==> src/rtl/l1_dcache_req_fsm.sv <==
// L1 data-cache request sequencer: translation, dcache request, and load-response tracking.
// Optional watchdog abort is enabled by defining L1_DCACHE_REQ_WATCHDOG_EN.
module l1_dcache_req_fsm (
    input  logic clk,
    input  logic rst,
    input  logic ldst_valid_i,
    input  logic ldst_is_store_i,
    input  logic dtlb_hit_i,
    input  logic dtlb_exc_i,
    input  logic dcache_req_ready_i,
    input  logic dcache_rsp_valid_i,
    input  logic flush_i,
    output logic translation_req_o,
    output logic trns_ena_o,
    output logic mem_req_valid_o,
    output logic str_rdy_o,
    output logic busy_o,
    output logic is_store_o,
    output logic done_o,
    output logic exc_o,
    output logic timeout_o
);

    typedef enum logic [2:0] {
        IDLE,
        XLATE,
        REQ,
        WAIT_RSP,
        DRAIN
    } state_t;

    state_t state;
    state_t nxt;
    logic   done_nxt;
    logic   exc_nxt;
    logic   to_nxt;

`ifdef L1_DCACHE_REQ_WATCHDOG_EN
    logic [7:0] wd_cnt;
    logic       wd_counting;

    assign wd_counting = (state == REQ) || (state == WAIT_RSP) || (state == DRAIN);
`endif

    always_comb begin
        nxt      = state;
        done_nxt = 1'b0;
        exc_nxt  = 1'b0;
        to_nxt   = 1'b0;
        case (state)
            IDLE: begin
                if (ldst_valid_i && !flush_i)
                    nxt = XLATE;
            end
            XLATE: begin
                if (flush_i) begin
                    nxt = IDLE;
                end else if (dtlb_exc_i) begin
                    nxt     = IDLE;
                    exc_nxt = 1'b1;
                end else if (dtlb_hit_i) begin
                    nxt = REQ;
                end
            end
            REQ: begin
                if (flush_i) begin
                    nxt = IDLE;
                end else if (dcache_req_ready_i) begin
                    if (is_store_o) begin
                        nxt      = IDLE;
                        done_nxt = 1'b1;
                    end else begin
                        nxt = WAIT_RSP;
                    end
                end
            end
            WAIT_RSP: begin
                // A killed load still owes the dcache its response, so drain it.
                if (flush_i) begin
                    nxt = dcache_rsp_valid_i ? IDLE : DRAIN;
                end else if (dcache_rsp_valid_i) begin
                    nxt      = IDLE;
                    done_nxt = 1'b1;
                end
            end
            DRAIN: begin
                if (dcache_rsp_valid_i)
                    nxt = IDLE;
            end
            default: nxt = IDLE;
        endcase
`ifdef L1_DCACHE_REQ_WATCHDOG_EN
        if (wd_counting && (wd_cnt == 8'hFF)) begin
            nxt      = IDLE;
            done_nxt = 1'b0;
            to_nxt   = 1'b1;
        end
`endif
    end

    // Outputs are registered from the next state so they track the state register exactly.
    always_ff @(posedge clk or negedge rst) begin
        if (!rst) begin
            state             <= IDLE;
            translation_req_o <= 1'b0;
            trns_ena_o        <= 1'b0;
            mem_req_valid_o   <= 1'b0;
            str_rdy_o         <= 1'b0;
            busy_o            <= 1'b0;
            is_store_o        <= 1'b0;
            done_o            <= 1'b0;
            exc_o             <= 1'b0;
        end else begin
            state             <= nxt;
            translation_req_o <= (nxt == XLATE);
            trns_ena_o        <= (nxt == XLATE);
            mem_req_valid_o   <= (nxt == REQ);
            str_rdy_o         <= (nxt == REQ) || (nxt == WAIT_RSP) || (nxt == DRAIN);
            busy_o            <= (nxt != IDLE);
            done_o            <= done_nxt;
            exc_o             <= exc_nxt;
            if ((state == IDLE) && (nxt == XLATE))
                is_store_o <= ldst_is_store_i;
        end
    end

`ifdef L1_DCACHE_REQ_WATCHDOG_EN
    always_ff @(posedge clk or negedge rst) begin
        if (!rst) begin
            wd_cnt    <= '0;
            timeout_o <= 1'b0;
        end else begin
            timeout_o <= to_nxt;
            if (nxt != state)
                wd_cnt <= '0;
            else if (wd_counting)
                wd_cnt <= wd_cnt + 8'd1;
        end
    end
`else
    assign timeout_o = 1'b0;
`endif

endmodule

==> config.mk <==
export PLATFORM = sky130hd
export DESIGN_NAME = l1_dcache_req_fsm
export DESIGN_NICKNAME = d
export VERILOG_FILES = /design/src/rtl/l1_dcache_req_fsm.sv
export SDC_FILE = /design/constraint.sdc
export NUM_CORES = 1
export LEC_CHECK = 0
export CELL_PAD_IN_SITES_DETAIL_PLACEMENT = 1
export CELL_PAD_IN_SITES_GLOBAL_PLACEMENT = 1
export CORE_MARGIN = 4
export CORE_UTILIZATION = 28
export CTS_BUF_LIST = sky130_fd_sc_hd__clkbuf_2 sky130_fd_sc_hd__clkbuf_4 sky130_fd_sc_hd__clkbuf_8
export DETAILED_ROUTE_END_ITERATION = 16
export PLACE_DENSITY_LB_ADDON = 0.1
export SETUP_SLACK_MARGIN = 0.15
export SYNTH_ARGS = -nofsm -noshare
export SYNTH_HDL_FRONTEND = slang
export SYNTH_SLANG_ARGS = --single-unit
export TNS_END_PERCENT = 10
==> constraint.sdc <==
create_clock -name clk -period 1.2 [get_ports clk]
set_input_delay 0.18 -clock clk [delete_from_list [all_inputs] [get_ports clk]]
set_output_delay 0.18 -clock clk [all_outputs]
set_load 0.02 [all_outputs]
==> impl_metrics.toml <==
[floorplan]
die_h_um = 47.8
initial_core_util_pct = 29.4
ioPinCount = 18
core_area_um2 = 1510
die-area_um2 = 2280
rows = 14
fp.dieW_um = 47.8

[global_routing]
antenna_found_initial = 0
grt_max_degree = 11
overflow = 0
grt_pass1_wl_um = 1770
grt_usage_pct = 12.4
grt_pass1_vias = 370

[cells_and_area]
multi_input_area_um2 = 181
fillers = 181
mostFrequentLayoutCells = "8 x clkdlybuf4s50_1, 7 x dfrtp_1, 7 x buf_2, 7 x buf_4, 5 x nand2_1"
register_area_um2 = 254
utilization_pct = 45.5
final_common_cell = "clkdlybuf4s50_1"
drive_above_1_share_pct = 45.5
area_growth_pct = 54.8
nNetsFinal = 76
antenna_cells = 0

[sta]
setup_violations = 3
fin_crit_sh_pct = 105
setup_slack_ns = -0.0592
timing.hold.ws_ns = 0.215
rsz0062_at_grt = "yes"
finalMaxSlewViolations = 0
fin_crit_ns = 1.26
final.setup_skew_ns = 0.000829
hold_violations = 0
timing.fmax_mhz = 794

[logic_synthesis]
synthXorXnorAreaFrac_pct = 0
yosysSeqAreaShare_pct = 56.5
yosysTopAreaCell = "dfrtp_1"
synth_nets = 50
synth.mux.area_fraction_pct = 7.63
synth-compound-area-share_pct = 5.37
synth_top_family_by_area = "simple AND/OR/NAND/NOR gates"
yosys-top-cells-area = "dfrtp_1 56%, mux4_2 5.1%, nand2_1 5.1%"
synth.distinct_cells = 19
synthAdderAreaFrac_pct = 0
synth-simple-area-share_pct = 22.9
ys_ff_latch = 10
ys.warnings.count = 0
synth_area_um2 = 443
syn_inst = 41
synth_top_area_share_pct = 56.5
synth.avg_cell_area_um2 = 10.8

[critical_path]
cpPeakStageDelay_ns = 0.50
r2r_end = "busy_o$_DFF_PN0_"
end_kind = "flop"
cp.arrival_ns = 1.43
r2r.worst_path.cells = 3
cpMaxStageDelayCell = "mux4_2"
crit_type = "input pin to flop"
crit_path_start_kind = "input pin"
worstPathMaxFanout = 3
timing.rr.start = "state[1]$_DFF_PN0_"
crit_required_ns = 1.37
r2r_slack_ns = -0.05
worstPathCellList = "clkdlybuf4s50_1 > nor2b_1 > mux4_2 > o21ai_2 > nand2_1"

[route]
ant_nets = 0
drt_iter0_drc = 1
routedWlPerCell_um = 14.2
firstDrtPassIters = 2
vias = 382
drc_errors = 0
totalWireLength_um = 1170
via_per_inst = 4.66

[placement]
dp_slack_ns = -0.358
place_congestion = 0.727
dp_hpwl_um = 830
port_buffers = 16

[clock_tree]
cts-root-buf = "clkbuf_4"
cts_buffers = 3
cts.sinks = 10
cts_tree = "done"
ctsHoldBuffers = 0
clockBufferDepth = 2
clk_latency_ns = 0.27
cts.clk_slew.worst_paths_ns = 0.07
cts_max_level = 1

[run_status]
status = "finished, violations left"
violations = "setup timing"

[worst_hold_path]
worstHoldPathType = "input pin to asynchronous set/reset pin"

[power]
leakagePower_nw = 0.366
p_per_area_nw_per_um2 = 1260
ir_drop_uv = 510

[job]
maxCapViolCount = 0
[routing by layer]
metal	track usage (%)	share of wire [%]	wire [um]
met2	17.7	49	569
met5	0	0	0
met1	13.9	39	458
met3	4.89	8.8	103
met4	11.3	2.8	33
[metrics by stage]
step           setup TNS, ns  power [W]  std cells  instance area, um^2
6_report              -0.114   0.000863         82                  686
4_1_cts               -0.256   0.000852         81                  652
5_1_grt               -0.418   0.000920         82                  686
3_5_place_dp           -2.02   0.000549         76                  647
3_3_place_gp           -1.84   0.000546         76                  647
2_1_floorplan        -0.0513   0.000454         41                  444
[cell families (layout without fill, tap and decap cells)]
logic type | after synthesis | count (layout)
AO/OA/AOI/OAI | 4 | 4
buffers and inverters | 6 | 31
flip-flops | 10 | 10
multiplexers | 2 | 2
other | 1 | 1
AND/OR/NAND/NOR | 18 | 18
[repair_timing]
item / CTS / global route
endpoints found under the hold margin: 0 / 0
setup endpoints to repair: 16 / 10
buffers inserted: 1 / 1
resized for setup: 33 / 8
pin swaps: 0 / 3
[how the worst max path moves through the flow]
| stage | end | cells past startpoint | slack (ns) | from |
|---|---|---|---|---|
| after detailed placement | busy_o$_DFF_PN0_ | 5 | -0.36 | dcache_rsp_valid_i |
| after global placement | busy_o$_DFF_PN0_ | 5 | -0.34 | dcache_rsp_valid_i |
| after floorplan | busy_o$_DFF_PN0_ | 3 | -0.05 | state[1]$_DFF_PN0_ |
| after global routing | busy_o$_DFF_PN0_ | 3 | -0.1 | state[1]$_DFF_PN0_ |
| final | busy_o$_DFF_PN0_ | 5 | -0.06 | dcache_req_ready_i |
| after CTS | busy_o$_DFF_PN0_ | 3 | -0.09 | state[1]$_DFF_PN0_ |
[synth_stat cells]
cell,count
mux4_2,1
mux2_2,1
a31o_1,1
and3_1,1
nor2b_1,1
and4b_2,1
buf_4,2
nand3b_1,2
o21ai_1,1
and4bb_2,1
o21ai_0,1
a21oi_1,1
nor3_1,1
nor3b_1,1
dfrtp_1,10
nor2_1,4
nand2_1,6
conb_1,1
inv_1,4
[flip-flops by register name, indices dropped and copies added (netlist names)]
register	count
busy_o	1
done_o	1
is_store_o	1
mem_req_valid_o	1
exc_o	1
state	3
str_rdy_o	1
trns_ena_o	1
[final cells by class]
type | count | share of cell area, %
timing repair buffer | 23 | 26.1
tap | 16 | 2.92
multi-input combinational | 25 | 26.5
inverter | 4 | 2.19
sequential | 10 | 37.0
clock buffer | 4 | 5.29
[power breakdown]
| group | switching (W) | total (W) | internal (W) |
|---|---|---|---|
| Sequential | 0.0000183 | 0.000377 | 0.000359 |
| Combinational | 0.0000791 | 0.000167 | 0.0000876 |
| Clock | 0.000135 | 0.000319 | 0.000184 |
| Total | 0.000232 | 0.000863 | 0.000631 |
[critical path: cells and delay by family]
family | cells | cell delay (ns)
AO/OA/AOI/OAI | 1 | 0.13
buffers and inverters | 1 | 0.42
multiplexers | 1 | 0.50
AND/OR/NAND/NOR | 2 | 0.20
No activity file was read; power rests on OpenSTA's default activity.
